[config.mk]
export PLATFORM = sky130hd
export DESIGN_NAME = layer1_global_pool_flat
export DESIGN_NICKNAME = d
export VERILOG_FILES = /design/src/rtl/layer1_global_pool_pkg.sv /design/src/rtl/layer1_global_pool_if.sv /design/src/rtl/layer1_global_pool_max_accum_unit.sv /design/src/rtl/layer1_global_pool.sv /design/src/flat_wrapper.sv
export SDC_FILE = /design/constraint.sdc
export NUM_CORES = 1
export LEC_CHECK = 0
export ABC_AREA = 1
export CAP_MARGIN = 0
export CORE_ASPECT_RATIO = 1.1
export CORE_UTILIZATION = 50
export DETAILED_ROUTE_END_ITERATION = 16
export GPL_TIMING_DRIVEN = 0
export PLACE_DENSITY = 0.73
export SLEW_MARGIN = 20
export SYNTH_ARGS = -nofsm -noshare
export SYNTH_HDL_FRONTEND = slang
export SYNTH_SLANG_ARGS = --single-unit
[constraint.sdc]
create_clock -name clk -period 3.9 [get_ports clk]
set_input_delay 0.39 -clock clk [delete_from_list [all_inputs] [get_ports clk]]
set_output_delay 0.39 -clock clk [all_outputs]
set_load 0.05 [all_outputs]
[src/rtl/layer1_global_pool_pkg.sv]
// Shared constants and types for the layer-1 global pooling stage.
package layer1_global_pool_pkg;

    localparam int DATA_W   = 13;               // unsigned 9.4 pixel
    localparam int ADDR_W   = 12;
    localparam int NUM_PIX  = 1024;
    localparam int LOG2_PIX = 10;
    localparam int SUM_W    = DATA_W + LOG2_PIX; // 1024 * 8191 fits, no overflow

    // Bank select values shared with the conv stage.
    localparam logic CSEL_L0 = 1'b0;
    localparam logic CSEL_L1 = 1'b1;

    // State encodings.
    localparam logic [1:0] ENC_IDLE  = 2'd0;
    localparam logic [1:0] ENC_READ  = 2'd1;
    localparam logic [1:0] ENC_DRAIN = 2'd2;
    localparam logic [1:0] ENC_FINAL = 2'd3;

    typedef enum logic [1:0] {
        IDLE  = ENC_IDLE,
        READ  = ENC_READ,
        DRAIN = ENC_DRAIN,
        FINAL = ENC_FINAL
    } state_t;

endpackage

[src/rtl/layer1_global_pool_if.sv]
// Handshake, memory read port and result bus of the global pooling stage.
interface layer1_global_pool_if;

    logic                                         start;
    logic                                         busy;
    logic                                         done;
    logic                                         crd;
    logic [layer1_global_pool_pkg::ADDR_W-1:0]    caddr_rd;
    logic [layer1_global_pool_pkg::DATA_W-1:0]    cdata_rd;
    logic                                         csel;
    logic [layer1_global_pool_pkg::DATA_W-1:0]    avg_out;
    logic [layer1_global_pool_pkg::DATA_W-1:0]    max_out;
    logic [layer1_global_pool_pkg::LOG2_PIX-1:0]  max_idx;

    // Pooling block side.
    modport slave (
        input  start, cdata_rd,
        output busy, done, crd, caddr_rd, csel, avg_out, max_out, max_idx
    );

    // Controller / memory side.
    modport master (
        output start, cdata_rd,
        input  busy, done, crd, caddr_rd, csel, avg_out, max_out, max_idx
    );

endinterface

[src/rtl/layer1_global_pool_max_accum_unit.sv]
// Running sum and first-occurrence max/argmax over a stream of pixels.
// Exposes the next-state values so the caller can capture the final
// result on the same edge that absorbs the last word.
module max_accum_unit
    import layer1_global_pool_pkg::*;
(
    input  logic                clk,
    input  logic                reset,
    input  logic                i_clear,
    input  logic                i_valid,
    input  logic [DATA_W-1:0]   i_data,
    input  logic [LOG2_PIX-1:0] i_idx,
    output logic [SUM_W-1:0]    o_sum_next,
    output logic [DATA_W-1:0]   o_max_next,
    output logic [LOG2_PIX-1:0] o_idx_next
);

    logic [SUM_W-1:0]    r_sum;
    logic [DATA_W-1:0]   r_max;
    logic [LOG2_PIX-1:0] r_idx;
    logic                r_first;

    // Fold one word in: strict compare keeps the lowest address on ties,
    // and the first word always seeds the max even when it is zero.
    always_comb begin
        o_sum_next = r_sum;
        o_max_next = r_max;
        o_idx_next = r_idx;
        if (i_valid) begin
            o_sum_next = r_sum + SUM_W'(i_data);
            if (r_first || (i_data > r_max)) begin
                o_max_next = i_data;
                o_idx_next = i_idx;
            end
        end
    end

    // Accumulator registers; clear wins over a coincident valid word.
    always_ff @(posedge clk or posedge reset) begin
        if (reset) begin
            r_sum   <= '0;
            r_max   <= '0;
            r_idx   <= '0;
            r_first <= 1'b1;
        end else if (i_clear) begin
            r_sum   <= '0;
            r_max   <= '0;
            r_idx   <= '0;
            r_first <= 1'b1;
        end else if (i_valid) begin
            r_sum   <= o_sum_next;
            r_max   <= o_max_next;
            r_idx   <= o_idx_next;
            r_first <= 1'b0;
        end
    end

endmodule

[src/rtl/layer1_global_pool.sv]
// Streams the whole layer-1 bank and reports global average, max and
// first argmax, with a start/busy/done handshake.
module layer1_global_pool
    import layer1_global_pool_pkg::*;
(
    input  logic                 clk,
    input  logic                 reset,
    layer1_global_pool_if.slave  bus
);

    state_t              r_state;
    state_t              w_state_next;
    logic                w_start_acc;
    logic                w_last_issue;

    logic [ADDR_W-1:0]   r_caddr;
    logic                r_crd;
    logic                r_csel;
    logic                r_busy;
    logic                r_done;
    logic                r_rd_vld;     // a read was issued last cycle
    logic [LOG2_PIX-1:0] r_rd_idx;     // address of the word now on cdata_rd
    logic [DATA_W-1:0]   r_avg;
    logic [DATA_W-1:0]   r_max;
    logic [LOG2_PIX-1:0] r_max_idx;

    logic [SUM_W-1:0]    w_sum_next;
    logic [DATA_W-1:0]   w_max_next;
    logic [LOG2_PIX-1:0] w_idx_next;
    logic [DATA_W-1:0]   w_avg;

    // Round-half-up average of the final sum; the result always fits DATA_W.
    assign w_avg = DATA_W'((w_sum_next + SUM_W'(NUM_PIX / 2)) >> LOG2_PIX);

    max_accum_unit u_accum (
        .clk        (clk),
        .reset      (reset),
        .i_clear    (w_start_acc),
        .i_valid    (r_rd_vld),
        .i_data     (bus.cdata_rd),
        .i_idx      (r_rd_idx),
        .o_sum_next (w_sum_next),
        .o_max_next (w_max_next),
        .o_idx_next (w_idx_next)
    );

    // Next-state decode: start only matters in IDLE.
    always_comb begin
        w_state_next = r_state;
        w_start_acc  = 1'b0;
        w_last_issue = 1'b0;
        case (r_state)
            IDLE: begin
                if (bus.start) begin
                    w_start_acc  = 1'b1;
                    w_state_next = READ;
                end
            end
            READ: begin
                if (r_caddr == ADDR_W'(NUM_PIX - 1)) begin
                    w_last_issue = 1'b1;
                    w_state_next = DRAIN;
                end
            end
            DRAIN:   w_state_next = FINAL;
            FINAL:   w_state_next = IDLE;
            default: w_state_next = IDLE;
        endcase
    end

    // State register.
    always_ff @(posedge clk or posedge reset) begin
        if (reset) r_state <= IDLE;
        else       r_state <= w_state_next;
    end

    // Read-port sequencing and result capture.
    always_ff @(posedge clk or posedge reset) begin
        if (reset) begin
            r_caddr   <= '0;
            r_crd     <= 1'b0;
            r_csel    <= CSEL_L0;
            r_busy    <= 1'b0;
            r_done    <= 1'b0;
            r_rd_vld  <= 1'b0;
            r_rd_idx  <= '0;
            r_avg     <= '0;
            r_max     <= '0;
            r_max_idx <= '0;
        end else begin
            r_rd_vld <= r_crd;
            if (r_crd) r_rd_idx <= r_caddr[LOG2_PIX-1:0];
            r_done <= 1'b0;
            case (r_state)
                IDLE: begin
                    if (w_start_acc) begin
                        r_caddr <= '0;
                        r_crd   <= 1'b1;
                        r_csel  <= CSEL_L1;
                        r_busy  <= 1'b1;
                    end
                end
                READ: begin
                    // Drop the read port as soon as the last address has
                    // been presented so crd spans exactly NUM_PIX cycles.
                    if (w_last_issue) begin
                        r_crd  <= 1'b0;
                        r_csel <= CSEL_L0;
                    end else begin
                        r_caddr <= r_caddr + 1'b1;
                    end
                end
                DRAIN: begin
                    // Last word is absorbed on this edge; capture the
                    // results from the accumulator's next values.
                    r_avg     <= w_avg;
                    r_max     <= w_max_next;
                    r_max_idx <= w_idx_next;
                    r_done    <= 1'b1;
                    r_busy    <= 1'b0;
                end
                default: ;
            endcase
        end
    end

    assign bus.busy     = r_busy;
    assign bus.done     = r_done;
    assign bus.crd      = r_crd;
    assign bus.caddr_rd = r_caddr;
    assign bus.csel     = r_csel;
    assign bus.avg_out  = r_avg;
    assign bus.max_out  = r_max;
    assign bus.max_idx  = r_max_idx;

endmodule
[src/flat_wrapper.sv]
// flat-port wrapper written by rule: the top's interface ports become plain ports
module layer1_global_pool_flat import layer1_global_pool_pkg::*;
  (clk, reset, bus_start, bus_cdata_rd, bus_busy, bus_done, bus_crd, bus_caddr_rd, bus_csel, bus_avg_out, bus_max_out, bus_max_idx);
  layer1_global_pool_if bus_i ();
  input  logic clk;
  input  logic reset;
  input wire logic [$bits(bus_i.start)-1:0] bus_start;
  input wire logic [$bits(bus_i.cdata_rd)-1:0] bus_cdata_rd;
  output wire logic [$bits(bus_i.busy)-1:0] bus_busy;
  output wire logic [$bits(bus_i.done)-1:0] bus_done;
  output wire logic [$bits(bus_i.crd)-1:0] bus_crd;
  output wire logic [$bits(bus_i.caddr_rd)-1:0] bus_caddr_rd;
  output wire logic [$bits(bus_i.csel)-1:0] bus_csel;
  output wire logic [$bits(bus_i.avg_out)-1:0] bus_avg_out;
  output wire logic [$bits(bus_i.max_out)-1:0] bus_max_out;
  output wire logic [$bits(bus_i.max_idx)-1:0] bus_max_idx;
  assign bus_i.start = bus_start;
  assign bus_i.cdata_rd = bus_cdata_rd;
  assign bus_busy = bus_i.busy;
  assign bus_done = bus_i.done;
  assign bus_crd = bus_i.crd;
  assign bus_caddr_rd = bus_i.caddr_rd;
  assign bus_csel = bus_i.csel;
  assign bus_avg_out = bus_i.avg_out;
  assign bus_max_out = bus_i.max_out;
  assign bus_max_idx = bus_i.max_idx;
  layer1_global_pool u_core (.clk(clk), .reset(reset), .bus(bus_i));
endmodule
==> results.txt <==
Post-DRT Antenna Nets -> 0
Gr ovfl total -> 0
Final Instance Area -> 7337 um^2
Biggest area contributors in the synthesized netlist -> sky130_fd_sc_hd__dfrtp_1 (45%), sky130_fd_sc_hd__nand2_1 (14%), sky130_fd_sc_hd__inv_1 (6.4%)
Worst vdd rail ir drop -> 0.6022 mV
DR vias -> 5368
DRC violation count after routing -> 1
Max Cap Violations -> 0
Initial core utilization -> 51.18%
Run status -> finished, violations left
Clock latency on the worst-skew pair -> 360 ps
Register area share after synthesis -> 45.32%
Die width -> 107.6 um
GRT Resource Usage Total -> 25.23%
Worst path cell trace -> clkdlybuf4s50_1 -> ha_1 -> inv_1 -> fa_1 -> inv_1 -> nand2_1 -> nand3_1 -> nand2_1 -> nand2_1 -> nand2_1 -> nand3_1 -> nand2_1 -> inv_1 -> ha_1 -> nand3_2 -> nor2_2 -> nand2_2 -> xor2_1 -> o21ai_1
Maximum number of pins on one net before global-route repair -> 68
Core outline area -> 11980 um^2
Synthesized area divided by synthesized cell count -> 7.656 um^2
Synth warn -> 0
Count of buffers added by post-CTS timing repair for setup -> 0
Average wire length per cell after detail routing -> 14.25 um
Max-slew violations -> 0
Number of nets in the synthesized netlist -> 849
CTS sink cnt -> 111
Main synth FF type -> sky130_fd_sc_hd__dfrtp_1
Root buf cell -> sky130_fd_sc_hd__clkbuf_16
Longest individual stage delay on the worst path -> 530 ps
Endpoints failing hold -> 0
Unrepaired setup endpoints after global routing -> false
Relative slew slack -> 51.86%
Setup crit end kind -> register
CP max-delay cell -> sky130_fd_sc_hd__clkdlybuf4s50_1
Maximum fanout encountered on the critical timing path -> 4
Total CTS buffers -> 9
Area of the die -> 12710 um^2
Router iterations before antenna repair -> 13
Number of library cell types mapped by synthesis -> 39
Worst hold-check path type -> in -> async
Cells resized by post-CTS repair -> 0
Most frequent cell on the critical path -> sky130_fd_sc_hd__nand2_1
Violated checks -> DRC
Kind of start point of the critical path -> input pin
Slew of the pin with the lowest slew margin -> 722.2 ps
Worst Path Arrival -> 3190 ps
Share of the synthesized area in the top cell type -> 44.89%
Row Count -> 42
I/O pin count -> 68
Finish-stage setup viols -> 0
Number of hold buffers added after CTS -> 0
HPWL after DPL -> 11080 um
Global-route wire length before repair -> 25180 um
Layout Area Growth over Synthesis -> 19.65%
Vias in the first global route -> 5329
Longest Clk Path Bufs -> 2
Nets@finish -> 928
Post-DP Area -> 7028 um^2
Clock period minus worst slack -> 2964 ps
Filler instances -> 1082
Critical Path RT -> 4120 ps
Achievable frequency -> 337.4 MHz
Placer's final routability congestion estimate -> 0.8967
TritonCTS clock tree -> built
Fraction of final layout cells with drive strength greater than 1 -> 6.667%
Power density over the cells -> 855.1 nW/um^2
Leakage -> 3.664 nW
Final critical-path share of the clock period -> 75.99%
Pre-CTS setup slack -> 599.8 ps
Post-route worst setup slack -> 936.4 ps
Post-synthesis instance area -> 6132 um^2
Number of antenna violations at the first check in global routing -> 0
Clock edge transition at the registers on the reported setup and hold paths -> 70 ps
Post-Route Skew -> 6.964 ps
Wirelength, routed -> 14810 um
Number of vias per cell -> 5.167
Cells after Synth -> 801
Flip-flop and latch count after synthesis -> 111
H-Tree Level Count -> 3
Y dimension of the die -> 118.2 um
Starting DRT DRC Count -> 343
Number of port buffers -> 67
Post-synth EDFFs -> 0
Diode insertion count for antenna repair -> 0
Synth async-reset ratio -> 100.0%
Worst setup path class -> in -> reg
Area leader, netlist -> sky130_fd_sc_hd__dfrtp_1
==> stage by stage <==
step / instances / TNS (ps) / util [%] / power (mW) / hold WS, ps
2_1_floorplan: 801 / 0 / - / 4.306 / 436.7
3_3_place_gp: 1022 / -114460 / 58.39 / 5.194 / 455.5
3_5_place_dp: 1023 / 0 / 58.66 / 5.314 / 463.5
4_1_cts: 1039 / 0 / 61.24 / 6.300 / 431.5
5_1_grt: 1039 / 0 / 61.24 / 6.790 / 464.0
6_report: 1039 / 0 / 61.24 / 6.274 / 417.4
==> cells in the mapped netlist (4+ instances only) <==
cell / count
sky130_fd_sc_hd__a21oi_1: 23
sky130_fd_sc_hd__buf_2: 4
sky130_fd_sc_hd__clkbuf_1: 15
sky130_fd_sc_hd__dfrtp_1: 110
sky130_fd_sc_hd__ha_1: 31
sky130_fd_sc_hd__inv_1: 105
sky130_fd_sc_hd__inv_2: 7
sky130_fd_sc_hd__nand2_1: 232
sky130_fd_sc_hd__nand2_2: 9
sky130_fd_sc_hd__nand3_1: 48
sky130_fd_sc_hd__nand3_2: 5
sky130_fd_sc_hd__nand4_1: 7
sky130_fd_sc_hd__nor2_1: 65
sky130_fd_sc_hd__nor2_2: 4
sky130_fd_sc_hd__nor3_1: 13
sky130_fd_sc_hd__o21ai_0: 70
sky130_fd_sc_hd__o31ai_1: 8
sky130_fd_sc_hd__xor2_1: 7
==> metal layers <==
metal  wire, um  part of all wire [%]  vias to the layer above  GRT usage [%]
met4        304                   2.1                        0          9.589
met3        617                   4.2                       20          3.254
li1           -                     -                     2699              -
met2       7127                    48                      132          41.79
met1       6758                    46                     2517          33.53
met5          0                     0                        -              0
==> worst max-delay path: cells and delay by family <==
kind            cells  cell delay (ps)
xor+xnor            1              180
compound gates      1               80
fa+ha+maj           3              780
simple gates       10             1000
buf+inv             4              770
==> sequential cells by signal (all words and copies together), names as in the netlist <==
| name | count |
|---|---|
| u_core.u_accum.r_sum | 23 |
| u_core.bus.avg_out | 13 |
| u_core.bus.max_out | 13 |
| u_core.u_accum.r_max | 13 |
| u_core.bus.caddr_rd | 12 |
| u_core.bus.max_idx | 10 |
| u_core.r_rd_idx | 10 |
| u_core.u_accum.r_idx | 10 |
| u_core.r_state | 2 |
| u_core.bus.busy | 1 |
| u_core.bus.crd | 1 |
| u_core.bus.done | 1 |
| u_core.r_rd_vld | 1 |
| u_core.u_accum.r_first | 1 |
==> layout by cell type, fill, tap and decap left out, drive strengths merged, types with 7 or more instances in the layout <==
master / netlist / final
dfrtp: 110 / 110
clkbuf: 15 / 25
nor2: 71 / 71
o31ai: 8 / 8
a21oi: 24 / 24
inv: 112 / 114
xor2: 7 / 7
nand4: 7 / 7
nor3: 15 / 15
clkdlybuf4s50: 0 / 67
buf: 6 / 7
ha: 31 / 31
nand2: 242 / 242
o21ai: 73 / 73
nand3: 53 / 53
==> path summary, 6_finish.rpt <==
path,startpoint,to,slack (ps),cells past startpoint
setup / recovery,bus_cdata_rd[0],u_core.bus.avg_out[7],940,19
setup reg to reg,u_core.u_accum.r_sum[0],u_core.bus.avg_out[7],1160,18
hold / removal,reset,u_core.bus.avg_out[8],420,2
max in group asynchronous,reset,u_core.u_accum.r_first,2780,3
hold reg to reg,u_core.r_rd_idx[1],u_core.r_rd_idx[1],480,2
min in group clk,u_core.r_rd_idx[1],u_core.r_rd_idx[1],480,2
==> cells by family (layout without fill, tap and decap cells) <==
kind of cell / Yosys count / count (layout) / synth area share (%)
compound gates: 111 / 111 / 9.651
xor+xnor: 10 / 10 / 1.428
fa+ha+maj: 32 / 32 / 6.652
buf+inv: 136 / 220 / 8.590
flops: 111 / 111 / 45.32
simple gates: 401 / 401 / 28.36
==> power by group <==
part           internal, mW  leakage (nW)  switching (mW)
clock                 0.510         0.146           0.451
combinational          1.11          2.10            2.39
sequential             1.59          1.42           0.232
==> final cells by class <==
cell class	count	area, um^2	area share, %
Multi-Input combinational cell	554	2826	38.52
Sequential cell	111	2779	37.88
Timing Repair Buffer	68	698.2	9.516
Inverter	115	436.7	5.952
Clock buffer	10	229.0	3.121
Tap cell	154	192.7	2.626
Buffer	21	95.09	1.296
Clock inverter	6	80.08	1.091
(Power assumes the default switching activity.)
